### config.mk
export PLATFORM = sky130hd
export DESIGN_NAME = fft_out_scaler
export DESIGN_NICKNAME = d
export VERILOG_FILES = /design/src/rtl/fft_out_scaler_pkg.sv /design/src/rtl/fft_cplx_shift_rnd.sv /design/src/rtl/fft_out_scaler.sv
export SDC_FILE = /design/constraint.sdc
export NUM_CORES = 1
export LEC_CHECK = 0
export CORE_MARGIN = 4
export CORE_UTILIZATION = 45
export DETAILED_ROUTE_END_ITERATION = 6
export GPL_TIMING_DRIVEN = 0
export PLACE_DENSITY_LB_ADDON = 0.15
export SLEW_MARGIN = 0
export SYNTH_ARGS = -nofsm -noshare
export SYNTH_HDL_FRONTEND = slang
export SYNTH_HIERARCHICAL = 1
export SYNTH_SLANG_ARGS = --single-unit
### constraint.sdc
create_clock -name clk_i -period 7.8 [get_ports clk_i]
set_input_delay 1.17 -clock clk_i [delete_from_list [all_inputs] [get_ports clk_i]]
set_output_delay 1.17 -clock clk_i [all_outputs]
set_load 0.01 [all_outputs]
### src/rtl/fft_out_scaler_pkg.sv
// Shared definitions for the FFT output scaling stage: default frame size,
// complex-sample layout helpers and the frame-tracking state encoding.
package fft_out_scaler_pkg;

    // Default FFT size N; used as the default frame length.
    localparam int FFT_LEN = 64;

    // Complex samples are packed {real, imag} with the real part in the upper half.
    function automatic int real_msb(input int data_w);
        return 2 * data_w - 1;
    endfunction

    function automatic int real_lsb(input int data_w);
        return data_w;
    endfunction

    // Frame tracking: IDLE waits for a start-of-frame beat, ACTIVE counts samples.
    typedef enum logic {
        ST_IDLE   = 1'b0,
        ST_ACTIVE = 1'b1
    } state_e;

endpackage

### src/rtl/fft_cplx_shift_rnd.sv
// Combinational per-sample divider: scales both components of a complex sample
// by 2^-shift using an arithmetic shift, either truncating or rounding half-up.
module fft_cplx_shift_rnd
    import fft_out_scaler_pkg::*;
#(
    parameter int DATA_W  = 16,
    parameter int SHIFT_W = 3
) (
    input  logic [2*DATA_W-1:0] idata_i,
    input  logic [SHIFT_W-1:0]  shift_i,
    input  logic                round_i,
    output logic [2*DATA_W-1:0] odata_o
);

    localparam int RE_MSB = real_msb(DATA_W);
    localparam int RE_LSB = real_lsb(DATA_W);
    localparam logic signed [DATA_W:0] ONE = {{DATA_W{1'b0}}, 1'b1};

    // One extra bit of headroom keeps x + 2^(s-1) exact; the shifted result
    // always fits back into DATA_W bits for s >= 1, and s = 0 passes x through.
    function automatic logic [DATA_W-1:0] scale_one(
        input logic [DATA_W-1:0]  x,
        input logic [SHIFT_W-1:0] s,
        input logic               rnd
    );
        logic signed [DATA_W:0] ext;
        logic signed [DATA_W:0] inc;
        logic signed [DATA_W:0] sum;
        ext = {x[DATA_W-1], x};
        inc = '0;
        if (rnd && (s != '0)) begin
            inc = ONE <<< (s - SHIFT_W'(1));
        end
        sum = ext + inc;
        sum = sum >>> s;
        return sum[DATA_W-1:0];
    endfunction

    // Real and imaginary halves are scaled independently with the same settings.
    always_comb begin
        odata_o = '0;
        odata_o[RE_MSB:RE_LSB]   = scale_one(idata_i[RE_MSB:RE_LSB], shift_i, round_i);
        odata_o[DATA_W-1:0]      = scale_one(idata_i[DATA_W-1:0], shift_i, round_i);
    end

endmodule

### src/rtl/fft_out_scaler.sv
// Registered output-scaling stage behind the FFT/IFFT core. Divides each sample
// by 2^s, tracks frame boundaries to produce sof/eof, and flags framing errors.
// Handshake: a beat moves on any cycle where valid and ready are both high;
// in_ready is high whenever the single output register is empty or being
// drained, and held output fields stay stable while out_valid && !out_ready.
module fft_out_scaler
    import fft_out_scaler_pkg::*;
#(
    parameter int DATA_W    = 16,
    parameter int FRAME_LEN = FFT_LEN,
    parameter int SHIFT_W   = 3
) (
    input  logic                clk_i,
    input  logic                rst_ni,
    input  logic [SHIFT_W-1:0]  cfg_shift_i,
    input  logic                cfg_round_i,
    input  logic                in_valid_i,
    output logic                in_ready_o,
    input  logic                in_sof_i,
    input  logic [2*DATA_W-1:0] in_data_i,
    output logic                out_valid_o,
    input  logic                out_ready_i,
    output logic [2*DATA_W-1:0] out_data_o,
    output logic                out_sof_o,
    output logic                out_eof_o,
    output logic                frame_err_o
);

    localparam int CNT_W = (FRAME_LEN > 2) ? $clog2(FRAME_LEN) : 1;
    localparam logic [CNT_W-1:0] LAST_IDX = CNT_W'(FRAME_LEN - 1);

    state_e              state_q;
    logic [CNT_W-1:0]    cnt_q;
    logic [SHIFT_W-1:0]  shift_q;
    logic                round_q;
    logic                out_valid_q;
    logic                out_sof_q;
    logic                out_eof_q;
    logic                frame_err_q;
    logic [2*DATA_W-1:0] out_data_q;
    logic [2*DATA_W-1:0] out_data_d;

    logic                accept;
    logic                start_beat;
    logic                cont_beat;
    logic                err_beat;
    logic                last_beat;
    logic [SHIFT_W-1:0]  shift_sel;
    logic                round_sel;

    assign in_ready_o = !out_valid_q || out_ready_i;
    assign accept     = in_valid_i && in_ready_o;
    assign start_beat = accept && in_sof_i;
    assign cont_beat  = accept && !in_sof_i && (state_q == ST_ACTIVE);
    assign last_beat  = cont_beat && (cnt_q == LAST_IDX);
    // A sof while ACTIVE aborts the frame; a non-sof beat while IDLE is orphaned.
    assign err_beat   = accept && (in_sof_i ? (state_q == ST_ACTIVE) : (state_q == ST_IDLE));

    // The sof beat itself is scaled with the configuration being latched with it.
    assign shift_sel = start_beat ? cfg_shift_i : shift_q;
    assign round_sel = start_beat ? cfg_round_i : round_q;

    fft_cplx_shift_rnd #(
        .DATA_W (DATA_W),
        .SHIFT_W(SHIFT_W)
    ) u_div (
        .idata_i(in_data_i),
        .shift_i(shift_sel),
        .round_i(round_sel),
        .odata_o(out_data_d)
    );

    // Frame FSM, config latch and output register, all updated on accepted beats.
    always_ff @(posedge clk_i or negedge rst_ni) begin
        if (!rst_ni) begin
            state_q     <= ST_IDLE;
            cnt_q       <= '0;
            shift_q     <= '0;
            round_q     <= 1'b0;
            out_valid_q <= 1'b0;
            out_sof_q   <= 1'b0;
            out_eof_q   <= 1'b0;
            out_data_q  <= '0;
            frame_err_q <= 1'b0;
        end else begin
            frame_err_q <= err_beat;
            if (start_beat) begin
                state_q <= ST_ACTIVE;
                cnt_q   <= CNT_W'(1);
                shift_q <= cfg_shift_i;
                round_q <= cfg_round_i;
            end else if (cont_beat) begin
                if (last_beat) begin
                    state_q <= ST_IDLE;
                    cnt_q   <= '0;
                end else begin
                    cnt_q <= cnt_q + CNT_W'(1);
                end
            end
            if (start_beat || cont_beat) begin
                out_valid_q <= 1'b1;
                out_data_q  <= out_data_d;
                out_sof_q   <= start_beat;
                out_eof_q   <= last_beat;
            end else if (out_ready_i) begin
                out_valid_q <= 1'b0;
            end
        end
    end

    assign out_valid_o = out_valid_q;
    assign out_data_o  = out_data_q;
    assign out_sof_o   = out_sof_q;
    assign out_eof_o   = out_eof_q;
    assign frame_err_o = frame_err_q;

endmodule
======== Word level (Yosys, flattened, before mapping) ========
Index checks and enable logic that the tools add are counted.
W data, S select, Z words.
cells by class
  add/sub/neg operators ................... 4
  equality and inequality tests ........... 1
  shifts and indexed selects .............. 3
  mux-type cells .......................... 12
  bitwise gates (word level) .............. 1
  reductions and logical operators ........ 16
operators with widths
  kind                     count
  $add A16 B17 Y17         2
  $sshr A17 B3 Y16         2
  $mux W6                  3
  $mux W17                 1
  $sshl A2 B3 Y17 const A  1
  $logic_and A1 B1 Y1      7
  $mux W1                  7
  $add A6 B1 Y6 const B    1
  $eq A6 B6 Y1 const B     1
  $reduce_bool A2 Y1       3
  $mux W3                  1
  $reduce_bool A3 Y1       1
  $sub A3 B1 Y3 const B    1
  $logic_not A1 Y1         2
  $logic_or A1 B1 Y1       2
  $reduce_and A2 Y1        1
  $not A1 Y1               1
word-level totals
  register bits ........................... 47
  input port bits ......................... 41
  output and inout port bits .............. 37
  word-level logic and storage cells ...... 46

======== Depth between registers and ports, before layout ========
  word-level depth ........................ 10
  depth in mapped cells ................... 21
  depth with buffers taken out ............ 18

======== By module ========
The synthesis kept the hierarchy.
by module, submodules not included
  module              instances  cells each  area each (um^2)  sequential area each (um^2)
  fft_cplx_shift_rnd  1          383         2650.0            0.0
  fft_out_scaler      1          143         1991.9            1176.1

======== Least setup slack after synthesis ========
Ideal clock, no wire load.
  kind .................................... input to register
  start ................................... input port out_ready_i
  end ..................................... register out_data_q[18] (netlist: out_data_o[18])
  setup time .............................. 0.125 ns
  data arrival time ....................... 5.275 ns
  data required time ...................... 7.675 ns
  slack ................................... 2.400 ns
  stages on the path ...................... 20
  buffers on the path ..................... 3
  cells stage by stage .................... nor2b_4 inv_2 nand3_1 mux2_2 clkbuf_1 inv_1 buf_1 clkbuf_1 nand2_1 nor2_1 ha_1 inv_1 fa_1 nor2b_1 o31ai_2 a21oi_2 xnor2_1 mux2i_1 mux4_2 mux2_2
between the ends
  cells in the longest elaborated chain, start to end .. 9
  elaborated cells between the ends (all ways) .. 15
  classes of those cells .................. add/sub (2); shift (2); mux (3); reduce/logical (8)
ends and longest elaborated chain
  item                                                           RTL line                                            text
  start: declaration                                             fft_out_scaler.sv:22                                input logic out_ready_i,
  $logic_or A1 B1 Y1 *                                           fft_out_scaler.sv:51                                assign in_ready_o = !out_valid_q || out_ready_i;
  $logic_and A1 B1 Y1 *                                          fft_out_scaler.sv:52                                assign accept = in_valid_i && in_ready_o;
  $logic_and A1 B1 Y1 *                                          fft_out_scaler.sv:53                                assign start_beat = accept && in_sof_i;
  $mux W3 *                                                      fft_out_scaler.sv:60                                assign shift_sel = start_beat ? cfg_shift_i : shift_q;
  named net shift_sel[1]                                         fft_out_scaler.sv:48                                logic [SHIFT_W-1:0] shift_sel;
  $sub A3 B1 Y3 / $reduce_bool A3 Y1 (equally long branches)     fft_cplx_shift_rnd.sv:32, fft_cplx_shift_rnd.sv:31
  $sshl A2 B3 Y17 / $logic_and A1 B1 Y1 (equally long branches)  fft_cplx_shift_rnd.sv:32, fft_cplx_shift_rnd.sv:31
  $mux W17                                                       fft_cplx_shift_rnd.sv:31                            if (rnd && (s != '0)) begin
  $add A16 B17 Y17                                               fft_cplx_shift_rnd.sv:34                            sum = ext + inc;
  $sshr A17 B3 Y16 *                                             fft_cplx_shift_rnd.sv:35                            sum = sum >>> s;
  named net out_data_d[18]                                       fft_out_scaler.sv:41                                logic [2*DATA_W-1:0] out_data_d;
  end signal: assignment                                         fft_out_scaler.sv:102                               out_data_q <= out_data_d;
  end: declaration                                               fft_out_scaler.sv:40                                logic [2*DATA_W-1:0] out_data_q;
The timed path passes the listed nets; every way through them passes the cells marked *.
A chain may end at the register's enable or synchronous reset.

======== Worst setup path after layout ========
  start ................................... input port in_sof_i
  end ..................................... register out_data_q[18] (netlist: out_data_o[18])
between the ends
  cells in the longest elaborated chain, start to end .. 7
  elaborated cells between the ends (all ways) .. 14
  classes of those cells .................. add/sub (2); shift (2); mux (3); reduce/logical (7)
ends and longest elaborated chain
  item                                                           RTL line                                            text
  start: declaration                                             fft_out_scaler.sv:19                                input logic in_sof_i,
  $logic_and A1 B1 Y1 *                                          fft_out_scaler.sv:53
  $mux W3 *                                                      fft_out_scaler.sv:60
  named net shift_sel[0]                                         fft_out_scaler.sv:48
  $sub A3 B1 Y3 / $reduce_bool A3 Y1 (equally long branches)     fft_cplx_shift_rnd.sv:32, fft_cplx_shift_rnd.sv:31
  $sshl A2 B3 Y17 / $logic_and A1 B1 Y1 (equally long branches)  fft_cplx_shift_rnd.sv:32, fft_cplx_shift_rnd.sv:31
  $mux W17                                                       fft_cplx_shift_rnd.sv:31
  $add A16 B17 Y17                                               fft_cplx_shift_rnd.sv:34
  $sshr A17 B3 Y16 *                                             fft_cplx_shift_rnd.sv:35
  named net out_data_d[18]                                       fft_out_scaler.sv:41
Marks and branches as above.

==> out/metrics.csv <==
metric,value,unit
syn_area_per_cell,8.83,um2
ys_seq_area_share,25.3,%
worstSetupStartpointType,input port,
synthCells,526,
outcome,finished clean,
critical_path_arrival,6.93,ns
power_leakage,2.29,nW
final.setup_skew,0.0150,ns
cts.path.max_buffers,2,
synth_flop_cell,dfrtp_1,
yosys_warnings,6,
layout_common_cells,"72 x clkdlybuf4s50_1, 50 x nand2_1, 47 x dfrtp_1, 43 x mux2_2, 35 x nor2_1",
syn_area,4640,um2
pwr-share-clk,15.3,%
fill_cells,919,
synth-edff-count,0,
rsz0062_at_grt,false,
drv_cap,0,
finalCritPeriodShare,86.3,%
core,9910,um2
min-delay-start,shift_q[2],
placed_cells,734,
synth.distinct_cells,88,
worstSetupPathType,input port to register,
clock_latency,0.31,ns
setup_viol,0,
p_sw,0.543,mW
io_pins,78,
utilization,57.4,%
wl,13.5,mm
tns,0,ns
intPower,0.862,mW
path_clk_slew,0.09,ns
cp-startpoint,in_sof_i,
swShare,38.6,%
portBuffers,73,
die_x,110,um
regToRegStartpoint,out_valid_o,
dieHeight,110,um
hold_violations,0,
route.detailed.drc,0,
synth_area_leaders,"dfrtp_1 25%, mux2_2 10%, mux2i_1 4.7%",
ys_ff_latch,47,
async_flop_share,100,%
postCtsHoldBufs,0,
hpwl,10.7,mm
powerDensity,247,nW/um2
cts_tree,done,
gp_congestion,0.867,
register_area,1180,um2
vias,4545,
vdd_ir_drop_max,0.160,mV
firstDrtPassIters,5,
wl_per_cell,18.3,um
htree_levels,2,
diodes,0,
pwr-share-comb,56.3,%
multi_input_area,3230,um2
drive_gt1_share,16.4,%
grt_max_degree,42,
cp_max_fo,10,
final_common_cell,clkdlybuf4s50_1,
fp-row-count,36,
nets,668,
synth_top_area_share,25.3,%
stdcell_count,742,
track_usage,22.7,%
grt_pass1_wl,21.6,mm
syn_to_final_growth,22.6,%
cts_root_buffer,clkbuf_8,
total_power,1.40,mW
antenna_found_initial,0,
numClockSinks,47,
gr-total-overflow,0,
worstSetupEndpointType,register,
slew_headroom,58.6,%
seqPwrFrac,28.4,%
grt_pass1_vias,4341,
via_per_inst,6.13,
ant_nets,0,
cts_setup_buffers,0,
max_freq,0.149,GHz
fin_crit,6.73,ns
yosys.area.top_type,dfrtp_1,
numCtsBuffers,5,
drtIter0Drc,273,
worst_pin_slew,0.614,ns
start_util,46.8,%
worstPathRequired,7.99,ns
dieArea,12000,um2
slew_viol_final,0,
hp-class,register to register,
post_cts_resized,0,
hold_ws,0.512,ns
==> cells in the mapped netlist, drive strengths merged, types with 14 or more instances <==
master and n:
o211ai 14, xnor2 17, o21ai 23, dfrtp 47, inv 18, mux2i 22
buf 18, a21oi 28, nor2 37, clkbuf 16, ha 17, nand2 50
mux2 44
==> critical path, cell delays in order <==
cell             delay (ns)
clkdlybuf4s50_1        0.53
buf_2                  0.24
nand3_1                0.28
mux2_2                 0.33
clkbuf_1               0.34
buf_2                  0.32
buf_1                  0.42
buf_1                  0.38
nand2_1                0.13
nor2_1                 0.18
ha_1                   0.20
inv_1                  0.06
fa_1                   0.40
nor2b_1                0.24
o31ai_2                0.17
a21oi_2                0.31
xnor2_1                0.20
mux2i_1                0.21
mux4_2                 0.52
mux2_2                 0.27
==> path summary, 6_finish.rpt <==
| kind | to | slack, ns | depth (start not counted) |
|---|---|---|---|
| setup / recovery | out_data_o[18] | 1.07 | 20 |
| hold / removal | shift_q[2] | 0.51 | 1 |
| setup reg to reg | out_data_o[18] | 2.09 | 20 |
| hold reg to reg | shift_q[2] | 0.51 | 1 |
| max in group asynchronous | shift_q[1] | 6.64 | 2 |
| min in group asynchronous | out_data_o[3] | 0.70 | 1 |
==> stage by stage <==
step	instance area (um2)	setup WS (ns)
floorplan	4650	2.40
global placement	5540	0.866
detailed placement	5560	0.807
CTS	5690	1.14
global route	5690	0.523
finish	5690	1.07
==> per-layer routing <==
metal,share of wire (%),GRT usage (%)
met5,0,0
met4,1.1,5.52
met3,7.2,3.70
met2,49,39.2
met1,43,29.7
==> registers in the layout (all words and copies together), names as in the netlist <==
register	cells
out_data_o	32
shift_q	3
cnt_q	6
state_q	1
out_eof_o	1
out_sof_o	1
out_valid_o	1
frame_err_o	1
round_q	1
==> layout make-up <==
cell class / count / area share [%]
Sequential cell: 47 / 20.7
Tap cell: 133 / 2.92
Inverter: 19 / 1.25
Timing Repair Buffer: 74 / 13.1
Multi-Input combinational cell: 427 / 56.8
Clock buffer: 6 / 1.28
Clock inverter: 2 / 1.06
Buffer: 34 / 2.92
==> cells by family (layout without fill, tap and decap cells) <==
logic type | after synthesis | in the layout | share of synthesized area (%)
buf+inv | 53 | 135 | 5.12
fa+ha+maj | 19 | 19 | 5.44
mux | 69 | 69 | 17.0
compound gates | 166 | 166 | 26.9
xor+xnor | 18 | 18 | 3.40
flops | 47 | 47 | 25.3
other cells | 1 | 2 | 0.0808
simple gates | 153 | 153 | 16.8
==> power by group through the flow <==
| stage | Combinational [mW] | Sequential, mW | Clock [mW] |
|---|---|---|---|
| finish | 0.791 | 0.398 | 0.215 |
| global route | 0.858 | 0.411 | 0.226 |
| CTS | 0.788 | 0.399 | 0.217 |
| detailed placement | 0.785 | 0.403 | 0 |
| global placement | 0.771 | 0.399 | 0 |
| floorplan | 0.437 | 0.428 | 0 |
Power figures use the tool's default switching activity.
==> RTL edit, RTL diff (same flow settings) <==
`SHIFT_W` is set to 3 in 2 places; all go to 6.
--- a/src/rtl/fft_cplx_shift_rnd.sv
+++ b/src/rtl/fft_cplx_shift_rnd.sv
@@ -6,3 +6,3 @@
     parameter int DATA_W  = 16,
-    parameter int SHIFT_W = 3
+    parameter int SHIFT_W = 6
 ) (
--- a/src/rtl/fft_out_scaler.sv
+++ b/src/rtl/fft_out_scaler.sv
@@ -10,3 +10,3 @@
     parameter int FRAME_LEN = FFT_LEN,
-    parameter int SHIFT_W   = 3
+    parameter int SHIFT_W   = 6
 ) (
Ports: changed (resized cfg_shift_i); port bits go from 78 to 81. The function was not compared with the original's and may differ.
==> RTL edit against the original RTL <==
Via count increased by 51%; synthesized area increased by 36%; cell count increased by 41%; sequential cell count increased by 3; setup slack got worse by 0.77 ns; routed wire length increased by 79%; power increased by 9.4%; sequential power decreased by 4%; final area increased by 32%; synthesized cell count increased by 50%; clock power increased by 14%; highest routed layer unchanged.
==> RTL edit: results (changes against the original RTL) <==
run_status:
  status: "complete, no violations"
setup_path:
  cp.arrival_ns: 7.67  # +0.74 ns
  reg2reg_depth: 22  # +10%
pwr:
  powerSeq_w: 0.000382  # -4%
  comb_cell_power_w: 0.000909  # +15%
yosys:
  ys_ff_latch: 50  # +6.4%
  synth_seq_area_share_pct: 19.76  # -5.6 points
  ys_types: 89  # +1.1%
  synth-xor-area-share_pct: 6.341  # +2.9 points
  synthMuxAreaShare_pct: 13.45  # -3.5 points
  synthAdderAreaFrac_pct: 3.753  # -1.7 points
  synth_top_area_share_pct: 19.76  # -5.6 points
route:
  drt_iter0_drc: 779  # +190%
global_route:
  track_usage_pct: 29.17  # +6.4 points
  grt_pass1_vias: 6526  # +50%
final_layout:
  nFillCells: 1316  # +43%
  n_all_buffers: 136  # +26%
  multi_input_area_share_pct: 63.56  # +6.8 points
  nNonClkInverters: 14  # -5
  final_util_pct: 54.16  # -3.3 points
die:
  taps: 180  # +35%
place:
  numPortBuffers: 71  # -2.7%
  pre_cts_ws_ns: -1.284  # -2.091 ns
sta:
  maxSlewHeadroom_pct: 10.32  # -48 points
  skew_ns: 0.007769  # -0.007251 ns
cts:
  cts.clk_slew.worst_paths_ns: 0.07  # -0.02 ns
  clk_latency_ns: 0.29  # -0.02 ns
-- RTL edit: cell count changes in the layout (fill, tap and decap cells not counted), sizes merged, moves of 8 or more --
cell / change
nand2: +18
nor2: +32
o21ai: +17
a31oi: +11
nor3: +10
clkbuf: +29
xnor2: +14
nand3: +12
nand2b: +8
nor4: +8
a21oi: +20
xor2: +13
-- RTL edit: worst max-delay path, cell delays in order --
cell and delay (ns):
clkdlybuf4s50_1 0.45, nand2b_1 0.11, buf_6 0.13, nand3_1 0.17
buf_2 0.24, mux2_2 0.34, clkbuf_1 0.38, clkbuf_1 0.52
buf_1 0.51, nand2_1 0.23, nor2_1 0.25, ha_1 0.15
clkbuf_1 0.33, nand2_1 0.15, nor2_1 0.16, o211ai_1 0.16
a221oi_1 0.51, or2_2 0.23, xnor2_1 0.26, mux4_2 0.40
nor3_1 0.05, or4_1 0.49, mux2_2 0.27
-- RTL edit: path summary, 6_finish.rpt --
path	from	slack, ns	to
worst min-delay path	cnt_q[5]	0.49	cnt_q[5]
worst min register to register	cnt_q[5]	0.49	cnt_q[5]
worst max register to register	out_valid_o	1.28	out_data_o[3]
min in group asynchronous	rst_ni	0.78	cnt_q[1]
worst max-delay path	out_ready_i	0.30	out_data_o[3]
max in group asynchronous	rst_ni	6.51	out_data_o[21]
-- RTL edit: layer usage --
metal / vias to the layer above / wire [um] / track usage (%)
li1: 3162 / - / -
met1: 3278 / 10350 / 39.44
met2: 365 / 11220 / 47.79
met3: 62 / 1698 / 2.695
met4: 0 / 932 / 12.37
met5: - / 0 / 0
-- RTL edit: what timing repair did --
action                     4_1_cts  5_1_grt
setup endpoints to repair       32       14
resized for setup                3        9
buffers inserted                 0        1
gates cloned                     0        0
pin swaps                        0        1
